### config.mk
export PLATFORM = sky130hd
export DESIGN_NAME = seq_playback_ctrl
export DESIGN_NICKNAME = d
export VERILOG_FILES = /design/src/rtl/seq_playback_ctrl.sv
export SDC_FILE = /design/constraint.sdc
export NUM_CORES = 1
export LEC_CHECK = 0
export CORE_MARGIN = 4
export CORE_UTILIZATION = 30
export CTS_CLUSTER_SIZE = 10
export DETAILED_ROUTE_END_ITERATION = 8
export GPL_TIMING_DRIVEN = 0
export HOLD_SLACK_MARGIN = 0.03
export PLACE_DENSITY_LB_ADDON = 0.25
export REMOVE_ABC_BUFFERS = 1
export SYNTH_ARGS = -nofsm -noshare
export SYNTH_HDL_FRONTEND = slang
export SYNTH_SLANG_ARGS = --single-unit
### constraint.sdc
create_clock -name clk -period 2.92 [get_ports clk]
set_input_delay 0.584 -clock clk [delete_from_list [all_inputs] [get_ports clk]]
set_output_delay 0.584 -clock clk [all_outputs]
set_load 0.01 [all_outputs]
### src/rtl/seq_playback_ctrl.sv
// Plays the stored digit sequence from RAM onto the random-number display.
// Each digit is shown for SHOW_TICKS ticks, then blanked for GAP_TICKS ticks.
module seq_playback_ctrl #(
    parameter int ADDR_W     = 5,
    parameter int SHOW_TICKS = 10,
    parameter int GAP_TICKS  = 3,
    parameter int LEN0       = 4,
    parameter int LEN1       = 8,
    parameter int LEN2       = 16,
    parameter int LEN3       = 32
) (
    input  logic              clk,
    input  logic              rst,
    input  logic              start,
    input  logic              abort,
    input  logic [1:0]        diff,
    input  logic              tick,
    input  logic [3:0]        ram_q,
    output logic [ADDR_W-1:0] ram_addr,
    output logic [3:0]        disp_digit,
    output logic              disp_blank,
    output logic              tick_en,
    output logic              busy,
    output logic              done
);

    localparam int TMAX = (SHOW_TICKS > GAP_TICKS) ? SHOW_TICKS : GAP_TICKS;
    localparam int TW   = (TMAX > 1) ? $clog2(TMAX) : 1;
    localparam int IW   = ADDR_W + 1;

    typedef enum logic [2:0] {
        S_IDLE, S_FETCH, S_WAIT, S_SHOW, S_GAP, S_DONE
    } state_t;

    state_t            r_state;
    state_t            w_nxt;
    logic [TW-1:0]     r_tcnt;
    logic [IW-1:0]     r_idx;
    logic [IW-1:0]     r_len;
    logic [IW-1:0]     w_idx_inc;
    logic [IW-1:0]     w_len_sel;
    logic [ADDR_W-1:0] r_addr;
    logic [3:0]        r_digit;
    logic              r_blank;
    logic              r_busy;
    logic              r_done;
    logic              w_show_end;
    logic              w_gap_end;
    logic              w_busy_nxt;

    assign w_idx_inc  = r_idx + 1'b1;
    assign w_show_end = tick && (r_tcnt == TW'(SHOW_TICKS - 1));
    assign w_gap_end  = tick && (r_tcnt == TW'(GAP_TICKS - 1));
    assign w_busy_nxt = (w_nxt == S_FETCH) || (w_nxt == S_WAIT) ||
                        (w_nxt == S_SHOW)  || (w_nxt == S_GAP);

    always_comb begin
        w_len_sel = IW'(LEN0);
        unique case (diff)
            2'd0: w_len_sel = IW'(LEN0);
            2'd1: w_len_sel = IW'(LEN1);
            2'd2: w_len_sel = IW'(LEN2);
            2'd3: w_len_sel = IW'(LEN3);
        endcase
    end

    always_ff @(posedge clk or posedge rst) begin
        if (rst) begin
            r_state <= S_IDLE;
        end else begin
            r_state <= w_nxt;
        end
    end

    // abort outranks every transition out of a busy state
    always_comb begin
        w_nxt = r_state;
        if (r_state == S_IDLE) begin
            if (start && !abort) begin
                w_nxt = S_FETCH;
            end
        end else if (abort) begin
            w_nxt = S_IDLE;
        end else begin
            unique case (r_state)
                S_FETCH: w_nxt = S_WAIT;
                S_WAIT:  w_nxt = S_SHOW;
                S_SHOW:  if (w_show_end) w_nxt = S_GAP;
                S_GAP: begin
                    if (w_gap_end) begin
                        w_nxt = (w_idx_inc == r_len) ? S_DONE : S_FETCH;
                    end
                end
                S_DONE:  w_nxt = S_IDLE;
                default: w_nxt = S_IDLE;
            endcase
        end
    end

    always_ff @(posedge clk or posedge rst) begin
        if (rst) begin
            r_tcnt  <= '0;
            r_idx   <= '0;
            r_len   <= '0;
            r_addr  <= '0;
            r_digit <= '0;
            r_blank <= 1'b1;
            r_busy  <= 1'b0;
            r_done  <= 1'b0;
        end else begin
            r_busy <= w_busy_nxt;
            r_done <= (w_nxt == S_DONE);
            if (w_nxt == S_IDLE || w_nxt == S_DONE) begin
                r_blank <= 1'b1;
                r_tcnt  <= '0;
            end
            unique case (r_state)
                S_IDLE: begin
                    if (w_nxt == S_FETCH) begin
                        r_len  <= w_len_sel;
                        r_idx  <= '0;
                        r_addr <= '0;
                    end
                end
                S_WAIT: begin
                    if (w_nxt == S_SHOW) begin
                        r_digit <= ram_q;
                        r_blank <= 1'b0;
                        r_tcnt  <= '0;
                    end
                end
                S_SHOW: begin
                    if (w_nxt == S_GAP) begin
                        r_blank <= 1'b1;
                        r_tcnt  <= '0;
                    end else if (w_nxt == S_SHOW && tick) begin
                        r_tcnt <= r_tcnt + 1'b1;
                    end
                end
                S_GAP: begin
                    if (w_nxt == S_FETCH) begin
                        r_idx  <= w_idx_inc;
                        r_addr <= w_idx_inc[ADDR_W-1:0];
                        r_tcnt <= '0;
                    end else if (w_nxt == S_DONE) begin
                        r_idx <= w_idx_inc;
                    end else if (w_nxt == S_GAP && tick) begin
                        r_tcnt <= r_tcnt + 1'b1;
                    end
                end
                default: ;
            endcase
        end
    end

    assign ram_addr   = r_addr;
    assign disp_digit = r_digit;
    assign disp_blank = r_blank;
    assign busy       = r_busy;
    assign tick_en    = r_busy;
    assign done       = r_done;

endmodule

==> metrics.log, run 1 <==
INFO  metric status = finished clean
INFO  metric clk_latency = around 0.27 ns
INFO  metric tightest_slew = 1.10 ns
INFO  metric rows = 27
INFO  metric worst_setup_path_end_kind = flip-flop
INFO  metric routabilityCongestion = 0.805
INFO  metric wl = between 3000 and 4000 um
INFO  metric crit_path_max_fanout = 10
INFO  metric clock-skew-final = 0.00473 ns
INFO  metric pin_count_of_the_biggest_net_entering_global_routing = 30
INFO  metric synth.cell_area = 1730 um^2
INFO  metric asr_flop_ratio_synth = 1.00
INFO  metric worstSetupPathType = primary input to flip-flop
INFO  metric power_frac_seq = 0.431
INFO  metric layout_common_cells = 28 x dfrtp_1, 23 x clkdlybuf4s50_1, 13 x nor2_1, 13 x o21ai_0, 11 x nand2_1
INFO  metric timing.hold.worst.class = flip-flop to flip-flop
INFO  metric cap_violations = 0
INFO  metric totalNegativeSetupSlack = 0 ns
INFO  metric max-slew-margin-rel = 0.266
INFO  metric post_route_fraction_of_the_period_consumed_by_the_critical_path = 0.924
INFO  metric antenna_cells_inserted = 0
INFO  metric intPower = ~0.00083 W
INFO  metric numPortBuffers = 23
INFO  metric die-area = 7040 um^2
INFO  metric worst_ep_arrival_time = ~2.9 ns
INFO  metric syn-mean-instance-area = around 10 um^2
INFO  metric max_ir_drop_vdd = 0.000265 V
INFO  metric synthFlopType = dfrtp_1
INFO  metric placed_cells = between 200 and 300
INFO  metric min_period = 2.70 ns
INFO  metric die_w = 83.9 um
INFO  metric cts_resized = 0
INFO  metric grt_first_pass_wirelength = 6150 um
INFO  metric cts_inserted_buffers = 5
INFO  metric dp_hpwl = 2700 um
INFO  metric crit_chain = clkdlybuf4s50_1, nor4b_2, nand2_1, a2111oi_4, a21oi_2, a211o_1
INFO  metric finalSetupViolCount = 0
INFO  metric die_height = 83.9 um
INFO  metric hold_violations = 0
INFO  metric final_design_utilization = 0.385
INFO  metric final_net_count = 206
INFO  metric flow.area_growth_from_synthesis = 23.4%
INFO  metric crit_family = compound AO/OA/AOI/OAI gates
INFO  metric postSynthCellCount = ~170
INFO  metric avgViaCountPerCell = 5.02
INFO  metric worst-path-buf-inv = 1
INFO  metric drt_pre_antenna_iters = 4
INFO  metric final_layout_size_suffix_gt1_frac = 0.178
INFO  metric ctsRootBufferMaster = clkbuf_8
INFO  metric h-tree-depth = 2
INFO  metric timing.critical_path.required = 3.07 ns
INFO  metric dpl_worst_slack = -0.0439 ns
INFO  metric power-per-cell-area = a little over 500 nW/um^2
INFO  metric post_layout_power = 0.00109 W
INFO  metric multi_input_area = about 940 um^2
INFO  metric globalRouteTotalUtil = 0.106
INFO  metric rsz0062_at_grt = false
INFO  metric synth_edf_count = 0
INFO  metric cts_buffer_depth = 2
INFO  metric netSwitchingPower = 0.000261 W
INFO  metric crit_path_max_incr_delay = 0.57 ns
INFO  metric cts.hold.buffers_added = 0
INFO  metric worst_path_max_delay_cell = clkdlybuf4s50_1
INFO  metric ys_seq_area_frac = 0.420
INFO  metric total_leakage_power = 0.892 nW
INFO  metric register_area = 727 um^2
INFO  metric startpoint_type = primary input
INFO  metric share_of_total_power_in_the_clock_network = 0.389
INFO  metric postCtsSetupBuffers = 0
INFO  metric postLayoutSetupSlackWorst = roughly 0.22 ns
INFO  metric synth_seq_cells = 29
INFO  metric fmax = about 0.37 GHz
INFO  metric fillers = between 500 and 600
INFO  metric floorplan.initialDensity = 0.312
INFO  metric layoutNonFillerInstCount = 263
INFO  metric drt_first_iter_violations = 74
INFO  metric detailroute.via_count = 1320
INFO  metric first_global_vias = 1253
INFO  metric clock_input_transition_at_the_sequential_cells_of_the_worst_setup_and_hold_paths = 0.06 ns
INFO  metric timing.hold.worst_path_depth = 2
INFO  metric cts_tree = yes
INFO  metric ant_nets = 0
INFO  metric yosysWarnings = 0
INFO  metric r2r_cells = 6
INFO  metric power_switching_share = 0.240
INFO  metric report.final.slew_viol_count = 0
INFO  metric number_of_cells_on_the_critical_path = 6
INFO  metric share_comb_of_total_power = 0.181
INFO  metric num_io_pins = 24
INFO  metric grt_overflow = 0
INFO  metric grt_antenna_before_repair = 0
INFO  metric layout_commonest_cell = dfrtp_1
INFO  metric fp.coreArea = 5540 um^2
INFO  metric tritoncts_num_sinks = 29
INFO  metric route.detailed.drc = 0
INFO  metric synth.distinct_cells = 49
INFO  metric wl_per_cell = 13.5 um
power by group through the flow:
| stage | clock (W) | sequential (W) | combinational (W) |
|---|---|---|---|
| 3_3_place_gp | 0 | 0.000476 | 0.000200 |
| 2_1_floorplan | 0 | 0.000485 | 0.0000961 |
| 6_report | 0.000422 | 0.000468 | 0.000197 |
| 5_1_grt | 0.000460 | 0.000477 | 0.000219 |
| 3_5_place_dp | 0 | 0.000476 | 0.000199 |
| 4_1_cts | 0.000436 | 0.000469 | 0.000200 |
area by class of cell:
class	count	area share
Clock buffer	7	0.0405
Clock inverter	1	0.0141
Sequential cell	29	0.341
Multi-Input combinational cell	123	0.440
Tap cell	72	0.0422
Inverter	8	0.0141
Timing Repair Buffer	23	0.108
worst paths after layout:
check / slack (ns) / from / to
setup / recovery: 0.22 / abort / busy$_DFF_PP0_
hold / removal: 0.50 / r_len[2]$_DFFE_PP0P_ / r_len[2]$_DFFE_PP0P_
setup reg to reg: 0.61 / r_idx[0]$_DFFE_PP0P_ / busy$_DFF_PP0_
hold reg to reg: 0.50 / r_len[2]$_DFFE_PP0P_ / r_len[2]$_DFFE_PP0P_
max in group asynchronous: 1.36 / rst / r_idx[3]$_DFFE_PP0P_
min in group asynchronous: 0.89 / rst / busy$_DFF_PP0_
metal layers:
| metal | track usage | vias to the layer above | wire length, um |
|---|---|---|---|
| met5 | 0 | - | 0 |
| met4 | 0.0263 | 0 | 14 |
| met3 | 0.0385 | 2 | 226 |
| met2 | 0.161 | 33 | 1600 |
| met1 | 0.144 | 640 | 1710 |
| li1 | - | 645 | - |
stage by stage:
| stage | area (um^2) | hold WS (ns) |
|---|---|---|
| after CTS | 2130 | 0.509 |
| after global placement | 2020 | 0.487 |
| after global routing | 2130 | 0.531 |
| after detailed placement | 2020 | 0.494 |
| final | 2130 | 0.499 |
| after floorplan | 1700 | 0.469 |
cell usage after synthesis, types with 5 or more instances:
| master | count | area share |
|---|---|---|
| dfrtp_1 | 28 | 0.41 |
| nor2_1 | 13 | 0.028 |
| o21ai_0 | 13 | 0.038 |
| nand2_1 | 11 | 0.024 |
| inv_1 | 8 | 0.017 |
| nand2b_1 | 8 | 0.029 |
| a21oi_1 | 6 | 0.017 |
| buf_2 | 5 | 0.014 |
| ha_1 | 5 | 0.036 |
| mux2_2 | 5 | 0.033 |
| mux2_4 | 5 | 0.043 |
| xnor2_1 | 5 | 0.025 |
kinds of logic after synthesis:
family | Yosys count | share of synthesized area
AO/OA/AOI/OAI | 41 | 0.188
flip-flops | 29 | 0.420
multiplexers | 11 | 0.0818
buffers and inverters | 14 | 0.0362
adder cells (fa/ha/maj) | 5 | 0.0362
AND/OR/NAND/NOR | 58 | 0.197
XOR/XNOR | 8 | 0.0405
registers in the layout, indices dropped and copies added (netlist names):
name and count:
r_idx 6, ram_addr 5, disp_digit 4, r_len 4, r_tcnt 4, r_state 3
busy 1, disp_blank 1, done 1
worst register-to-register path, delay by kind of cell (launching register included):
family	cells	cell delay, ns
AOI/OAI and AO/OA	3	1.02
DFF	1	0.45
xor gates and xnor gates	2	0.42
adders and majority gates	1	0.29
No activity file was read; power rests on OpenSTA's default activity.
==> run 2: changes to the inputs <==
- SLEW_MARGIN: default -> 20
==> metrics.log, run 2 (same netlist as run 1, synthesis figures left out) <==
INFO  metric floorplan.initialDensity = 0.312
INFO  metric wl = ~3500 um
INFO  metric clock_input_transition_at_the_sequential_cells_of_the_worst_setup_and_hold_paths = 0.06 ns
INFO  metric antenna_cells_inserted = 0
INFO  metric ctsRootBufferMaster = clkbuf_8
INFO  metric worst-path-buf-inv = 1
INFO  metric drt_first_iter_violations = 74
INFO  metric die-area = 7040 um^2
INFO  metric intPower = 0.000826 W
INFO  metric first_global_vias = between 1k and 1.5k
INFO  metric route.detailed.drc = 0
INFO  metric layout_common_cells = 28 x dfrtp_1, 23 x clkdlybuf4s50_1, 13 x nor2_1, 13 x o21ai_0, 11 x nand2_1
INFO  metric netSwitchingPower = 0.000260 W
INFO  metric post_route_fraction_of_the_period_consumed_by_the_critical_path = 0.924
INFO  metric share_comb_of_total_power = 0.181
INFO  metric tightest_slew = 0.703 ns
INFO  metric startpoint_type = primary input
INFO  metric globalRouteTotalUtil = 0.106
INFO  metric die_w = 83.9 um
INFO  metric share_of_total_power_in_the_clock_network = 0.388
INFO  metric crit_family = compound AO/OA/AOI/OAI gates
INFO  metric r2r_end = busy$_DFF_PP0_
INFO  metric h-tree-depth = 2
INFO  metric postCtsSetupBuffers = 0
INFO  metric stdcell_area = 2130 um^2
INFO  metric power_frac_seq = 0.431
INFO  metric largest_register_ff_count = 6
INFO  metric wl_per_cell = 13.5 um
INFO  metric worst_hold_startpoint = r_len[2]$_DFFE_PP0P_
INFO  metric dp_hpwl = 2700 um
INFO  metric rows = 27
INFO  metric r2r_cells = 6
INFO  metric tritoncts_num_sinks = 29
INFO  metric hold_end = r_len[2]$_DFFE_PP0P_
INFO  metric regToRegSetupSlack = 0.61 ns
INFO  metric flow.area_growth_from_synthesis = 23.4%
INFO  metric cts_resized = 0
INFO  metric max-slew-margin-rel = 0.528
INFO  metric finalSetupViolCount = 0
INFO  metric worst_setup_path_end_kind = flip-flop
INFO  metric postLayoutSetupSlackWorst = 0.222 ns
INFO  metric timing.critical_path.required = 3.07 ns
INFO  metric routabilityCongestion = 0.805
INFO  metric crit_chain = clkdlybuf4s50_1, nor4b_2, nand2_1, a2111oi_4, a21oi_2, a211o_1
INFO  metric num_io_pins = 24
INFO  metric pin_count_of_the_biggest_net_entering_global_routing = 30
INFO  metric timing.hold.worst.class = flip-flop to flip-flop
INFO  metric worst_ep_arrival_time = 2.85 ns
INFO  metric worst_path_max_delay_cell = clkdlybuf4s50_1
INFO  metric cts_inserted_buffers = 5
INFO  metric hold_violations = 0
INFO  metric ant_nets = 0
INFO  metric r2r-start = r_idx[0]$_DFFE_PP0P_
INFO  metric max_ir_drop_vdd = 0.000265 V
INFO  metric grt_overflow = 0
INFO  metric detailed_place.area = 2020 um^2
INFO  metric rsz0062_at_grt = false
INFO  metric report.final.slew_viol_count = 0
INFO  metric min_period = 2.70 ns
INFO  metric clk_latency = approximately 0.27 ns
INFO  metric power_switching_share = 0.239
INFO  metric crit_path_max_incr_delay = 0.57 ns
INFO  metric cts.hold.buffers_added = 0
INFO  metric layout_commonest_cell = dfrtp_1
INFO  metric cts_tree = yes
INFO  metric dpl_worst_slack = -0.0439 ns
INFO  metric grt_antenna_before_repair = 0
INFO  metric numPortBuffers = 23
INFO  metric crit_path_max_fanout = 10
INFO  metric fp.coreArea = roughly 5500 um^2
INFO  metric cts_buffer_depth = 2
INFO  metric final_net_count = 206
INFO  metric timing.hold.worst_path_depth = 2
INFO  metric clock-skew-final = between 0.004 and 0.005 ns
INFO  metric max_flop_register = r_idx
INFO  metric detailroute.via_count = 1324
INFO  metric placed_cells = 255
INFO  metric fmax = 0.371 GHz
INFO  metric avgViaCountPerCell = 5.03
INFO  metric status = finished clean
INFO  metric layoutNonFillerInstCount = about 260
INFO  metric drt_pre_antenna_iters = 4
INFO  metric grt_first_pass_wirelength = between 6000 and 7000 um
INFO  metric power-per-cell-area = 509 nW/um^2
INFO  metric cap_violations = 0
INFO  metric worstSetupPathType = primary input to flip-flop
INFO  metric final_layout_size_suffix_gt1_frac = 0.183
INFO  metric die_height = 83.9 um
INFO  metric holdWs = 0.499 ns
INFO  metric total_leakage_power = 0.891 nW
## run 2: power by group through the flow
| stage | clock (W) | sequential, W | combinational (W) |
|---|---|---|---|
| global route | 0.000460 | 0.000477 | 0.000219 |
| global placement | 0 | 0.000476 | 0.000200 |
| floorplan | 0 | 0.000485 | 0.0000961 |
| finish | 0.000422 | 0.000468 | 0.000197 |
| detailed placement | 0 | 0.000476 | 0.000199 |
| CTS | 0.000436 | 0.000469 | 0.000201 |
## run 2: cell type report
| cell class | instances | area [um^2] |
|---|---|---|
| clock inverter | 1 | 30.0 |
| inverter | 8 | 30.0 |
| sequential | 29 | 727 |
| fill | 574 | 3410 |
| clock buffer | 7 | 86.3 |
| tap | 72 | 90.1 |
| multi-input combinational | 123 | 940 |
| timing repair buffer | 23 | 230 |
## run 2: tightest hold or removal path, cell delays in order, from the launching register on
cell and delay [ns]:
dfrtp_1 0.36, nand2_1 0.05, o31ai_1 0.05
## run 2: how the worst max path moves through the flow
stage	startpoint	end	slack, ns	depth (start not counted)
floorplan	abort	busy$_DFF_PP0_	0.88	5
global placement	abort	busy$_DFF_PP0_	-0.07	6
detailed placement	abort	busy$_DFF_PP0_	-0.04	6
CTS	abort	busy$_DFF_PP0_	0.25	6
global route	abort	busy$_DFF_PP0_	0.16	6
finish	abort	busy$_DFF_PP0_	0.22	6
## run 2: per-layer routing
metal | share of wire | GRT usage | vias up
li1 | - | - | 645
met1 | 0.48 | 0.144 | 641
met2 | 0.45 | 0.161 | 36
met3 | 0.068 | 0.0385 | 2
met4 | 0.0039 | 0.0263 | 0
met5 | 0 | 0 | -
## run 2: stage by stage
stage	setup TNS [ns]	utilization	power, W
6_report	0	0.385	0.00109
5_1_grt	0	0.385	0.00116
4_1_cts	0	0.385	0.00111
3_5_place_dp	-0.0439	0.364	0.000676
3_3_place_gp	-0.0720	0.364	0.000676
2_1_floorplan	0	-	0.000581
==> run 3: changes to the inputs <==
- clock period: 2.92 -> 2.4 ns (I/O delays scaled with it)
==> metrics.log, run 3 (same netlist as run 1, synthesis figures left out) <==
INFO  metric layout_common_cells = 28 x dfrtp_1, 22 x clkdlybuf4s50_1, 13 x nor2_1, 13 x o21ai_0, 11 x nand2_1
INFO  metric numPortBuffers = 23
INFO  metric tritoncts_num_sinks = 29
INFO  metric ctsRootBufferMaster = clkbuf_8
INFO  metric fp.coreArea = 5540 um^2
INFO  metric crit_path_max_fanout = 8
INFO  metric first_global_vias = 1259
INFO  metric post_layout_power = 0.00132 W
INFO  metric grt_overflow = 0
INFO  metric worst_setup_path_end_kind = flip-flop
INFO  metric max-slew-margin-rel = 0.520
INFO  metric wl = 3570 um
INFO  metric max_flop_register = r_idx
INFO  metric layoutNonFillerInstCount = 263
INFO  metric timing.hold.worst_path_depth = 2
INFO  metric fmax = 0.435 GHz
INFO  metric hold_violations = 0
INFO  metric worst_ep_arrival_time = 2.46 ns
INFO  metric placed_cells = 255
INFO  metric timing.critical_path.required = 2.55 ns
INFO  metric cts_inserted_buffers = 5
INFO  metric max_ir_drop_vdd = 0.000323 V
INFO  metric pin_count_of_the_biggest_net_entering_global_routing = 30
INFO  metric status = finished clean
INFO  metric flow.area_growth_from_synthesis = 24.5%
INFO  metric worst_path_max_delay_cell = clkdlybuf4s50_1
INFO  metric crit_path_max_incr_delay = 0.52 ns
INFO  metric worst_hold_startpoint = r_len[2]$_DFFE_PP0P_
INFO  metric power-per-cell-area = 614 nW/um^2
INFO  metric clk_latency = 0.27 ns
INFO  metric clock_input_transition_at_the_sequential_cells_of_the_worst_setup_and_hold_paths = 0.06 ns
INFO  metric detailroute.via_count = 1312
INFO  metric cts_tree = yes
INFO  metric r2r_cells = 6
INFO  metric num_io_pins = 24
INFO  metric crit_chain = clkdlybuf4s50_1, or3b_2, o22ai_4, o211ai_4, a21oi_4, mux2_4
INFO  metric rsz0062_at_grt = false
INFO  metric drt_pre_antenna_iters = 4
INFO  metric report.final.slew_viol_count = 0
INFO  metric total_leakage_power = 0.897 nW
INFO  metric r2r_end = busy$_DFF_PP0_
INFO  metric hold_end = r_len[2]$_DFFE_PP0P_
INFO  metric dp_hpwl = 2700 um
INFO  metric layout_commonest_cell = dfrtp_1
INFO  metric worstSetupPathType = primary input to flip-flop
INFO  metric grt_first_pass_wirelength = 6170 um
INFO  metric min_period = around 2.3 ns
INFO  metric die-area = 7040 um^2
INFO  metric detailed_place.area = 2020 um^2
INFO  metric final_layout_size_suffix_gt1_frac = 0.194
INFO  metric rows = 27
INFO  metric floorplan.initialDensity = 0.312
INFO  metric wl_per_cell = roughly 14 um
INFO  metric tightest_slew = 0.715 ns
INFO  metric h-tree-depth = 2
INFO  metric regToRegSetupSlack = 0.15 ns
INFO  metric avgViaCountPerCell = 4.99
INFO  metric r2r-start = r_idx[0]$_DFFE_PP0P_
INFO  metric finalSetupViolCount = 0
INFO  metric startpoint_type = primary input
INFO  metric multi_input_area = 961 um^2
INFO  metric cap_violations = 0
INFO  metric grt_antenna_before_repair = 0
INFO  metric post_route_fraction_of_the_period_consumed_by_the_critical_path = 0.959
INFO  metric drt_first_iter_violations = 73
INFO  metric die_height = 83.9 um
INFO  metric timing.hold.worst.class = flip-flop to flip-flop
INFO  metric ant_nets = 0
INFO  metric die_w = roughly 84 um
INFO  metric final_net_count = about 200
INFO  metric stdcell_area = 2150 um^2
INFO  metric clock-skew-final = 0.00470 ns
INFO  metric fillers = 574
INFO  metric globalRouteTotalUtil = 0.106
INFO  metric postCtsSetupBuffers = 0
INFO  metric cts_buffer_depth = 2
INFO  metric register_area = between 700 and 800 um^2
INFO  metric antenna_cells_inserted = 0
INFO  metric routabilityCongestion = 0.805
INFO  metric largest_register_ff_count = 6
INFO  metric route.detailed.drc = 0
-- run 3: cell types whose count changed in the layout (fill, tap and decap cells not counted) --
| cell | delta |
|---|---|
| clkdlybuf4s50_1 | -1 |
| dlygate4sd2_1 | +1 |
| nor3b_1 | -1 |
| nor3b_2 | +1 |
| nor4b_2 | -1 |
| nor4b_4 | +1 |
| xnor2_1 | -1 |
| xnor2_2 | +1 |
-- run 3: critical path, delay by kind of cell --
| family | cells | cell delay (ns) |
|---|---|---|
| AO/OA/AOI/OAI | 3 | 0.65 |
| buffers and inverters | 1 | 0.52 |
| multiplexers | 1 | 0.33 |
| AND/OR/NAND/NOR | 1 | 0.48 |
-- run 3: how the worst max path moves through the flow --
stage / cells past startpoint / to / slack [ns] / startpoint
after detailed placement: 6 / busy$_DFF_PP0_ / -0.46 / abort
after global placement: 6 / busy$_DFF_PP0_ / -0.49 / abort
final: 6 / ram_addr[3]$_DFFE_PP0P_ / 0.1 / start
after global routing: 6 / ram_addr[4]$_DFFE_PP0P_ / 0.04 / start
after CTS: 6 / busy$_DFF_PP0_ / 0.07 / r_idx[0]$_DFFE_PP0P_
after floorplan: 6 / busy$_DFF_PP0_ / 0.37 / r_idx[0]$_DFFE_PP0P_
-- run 3: timing repair --
action / CTS / global route
pin swaps: 1 / 0
endpoints found under the setup margin: 6 / 1
gates resized for setup: 2 / 2
hold buffers: 0 / 0
-- run 3: area by class of cell --
cell class | instances | share of cell area
repair buffers | 23 | 0.106
well taps | 72 | 0.0418
multi-input cells | 123 | 0.446
flip-flops and latches | 29 | 0.338
clock buffers | 7 | 0.0401
clock inverters | 1 | 0.0139
inverters | 8 | 0.0139
-- run 3: metal layers --
layer	share of wire	routed length, um	track usage
met1	0.48	1710	0.145
met2	0.45	1610	0.161
met3	0.068	243	0.0385
met4	0.0039	14	0.0263
met5	0	0	0
-- run 3: power breakdown --
group          total (W)  leakage [nW]  switching (W)  internal (W)
logic           0.000239         0.451       0.000109      0.000131
registers       0.000571         0.387      0.0000346      0.000536
clock network   0.000513        0.0585       0.000175      0.000338
total            0.00132         0.897       0.000318       0.00100
-- run 3: per-stage QoR --
step	setup TNS, ns	hold slack (ns)	worst slack (ns)	util
final	0	0.499	0.0991	0.389
after global routing	0	0.531	0.0391	0.389
after CTS	0	0.509	0.0688	0.386
after detailed placement	-3.85	0.494	-0.460	0.364
after global placement	-4.15	0.487	-0.488	0.364
after floorplan	0	0.469	0.374	-
==> RTL edit: new RTL, config.mk and constraints of run 3 <==
Reset style: synchronous (`rst`), changed in 2 clocked blocks.
--- a/src/rtl/seq_playback_ctrl.sv
+++ b/src/rtl/seq_playback_ctrl.sv
@@ -64,7 +64,7 @@
         endcase
     end
 
-    always_ff @(posedge clk or posedge rst) begin
+    always_ff @(posedge clk) begin
         if (rst) begin
             r_state <= S_IDLE;
         end else begin
@@ -97,7 +97,7 @@
         end
     end
 
-    always_ff @(posedge clk or posedge rst) begin
+    always_ff @(posedge clk) begin
         if (rst) begin
             r_tcnt  <= '0;
             r_idx   <= '0;
Function: differs if rst is asserted again (counterexample within 4 cycles, from zero or initial values and one cycle with rst high); with rst held inactive, the same outputs for 10 cycles.
==> RTL edit against run 3 <==
- setup slack improved by 0.077 ns
- wire length shrank 2.6%
- synthesized area fell by 6.4%
- design area down 6.3%
- non-clock buffer count is 1 higher
- highest routed layer unchanged
- critical path type unchanged
- sequential cell count unchanged
Power is not compared: it rests on default switching activity, and its combinational part moved more than twofold at a synthesized area within 25%.
==> RTL edit: results (changes against run 3) <==
invs w/o clock=5 (was 8); Hold Crit Start=ram_addr[2] (was r_len[2]); r2r setup slk=0.19 ns (was 0.15 ns); RePlAce Congestion=0.8383 (was 0.8049); fillers=542 (was 574); Slew HR=33.97% (was 51.98%); Plain + repair buffers=24 (was 23); final instance area=2018 um2 (was 2153 um2); Non-Filler Instances=276 (was 263); synth top area cells=dfxtp_1 36%, nor2_1 6.3%, a21oi_1 4.9% (was dfrtp_1 41%, mux2_4 4.3%, o21ai_0 3.8%); Hold Path Sink=ram_addr[2] (was r_len[2]); vias in the first global route=1410 (was 1259); status=complete, no violations (unchanged); GRT Overall Usage=12.05% (was 10.65%); Fin Clk Skew=0.007608 ns (was 0.004700 ns); dpl cells=267 (was 255); RR Endpoint=r_tcnt[2] (was busy); hold_ws=0.4660 ns (was 0.4993 ns); CP arrival=2.39 ns (was 2.46 ns); Syn Std Cell Area=1618 um2 (was 1729 um2); # nets final=221 (was 206); placed wire-length estimate=2471 um (was 2704 um); first-pass GRT wire length=6210 um (was 6168 um); overall via count from detail_route=1328 (was 1312); largest net degree at the start of global routing=28 (was 30); register area share after synthesis=35.89% (was 42.04%); 1st-iter DRT viols=23 (was 73); Synth async-reset ratio=0% (was 100.0%); multi-input logic area=991.0 um2 (was 960.9 um2); register area=580.6 um2 (was 726.9 um2); placed instance area=1882 um2 (was 2017 um2); layout cells sized above 1=9.709% (was 19.37%); Synth top cells by count=29 x dfxtp_1, 27 x nor2_1, 16 x a21oi_1 (was 28 x dfrtp_1, 13 x nor2_1, 13 x o21ai_0); drt wl/cell=12.62 um (was 13.59 um); reg2reg start=r_idx[2] (was r_idx[0]); Crit Path Max Fanout=5 (was 8)
==> RTL edit: cell types whose count changed in the layout (fill, tap and decap cells not counted), moves of 7 or more <==
cell	change
a21oi_1	+10
dfrtp_1	-28
dfxtp_1	+29
mux2i_1	+7
nor2_1	+14
o21ai_0	-9
==> RTL edit: worst max-delay path by stage <==
stage,cells after the start,slack (ns),start,end
after floorplan,8,0.39,r_tcnt[0],disp_blank
after global placement,7,-0.40,abort,disp_blank
after detailed placement,7,-0.41,abort,r_tcnt[3]
after CTS,5,0.08,rst,r_tcnt[3]
after global routing,6,0.02,r_idx[2],r_tcnt[2]
final,7,0.18,tick,disp_blank
==> RTL edit: cells by family (layout without fill, tap and decap cells) <==
family / after synthesis / in the layout / synth area share (%)
AOI/OAI and AO/OA: 39 / 39 / 18.95
xor gates and xnor gates: 5 / 5 / 3.558
adders and majority gates: 5 / 5 / 3.867
buffers and inverters: 15 / 37 / 4.486
DFF: 29 / 29 / 35.89
muxes: 8 / 8 / 4.950
and+or+nand+nor: 83 / 83 / 28.31
==> RTL edit: critical path, cell delays in order <==
cell             delay [ns]
clkdlybuf4s50_1        0.55
and4bb_2               0.31
o32ai_1                0.12
and2b_1                0.23
a21oi_1                0.29
a311oi_1               0.09
or3_1                  0.33
==> RTL edit: power breakdown <==
part	switching [uW]	internal [uW]
sequential	5.25	486
clock	193	259
combinational	41.7	38.3
==> RTL edit: what timing repair did <==
| item | CTS | global route |
|---|---|---|
| gates resized for setup | 3 | 3 |
| pin swaps | 0 | 1 |
| buffers inserted | 0 | 1 |
| endpoints found under the setup margin | 3 | 7 |
==> RTL edit: routing by layer <==
layer	global-route usage, %	up-vias	wire length [um]
li1	-	690	-
met1	14.06	614	1641
met2	20.77	19	1676
met3	3.509	5	124
met4	4.561	0	40
met5	0	-	0
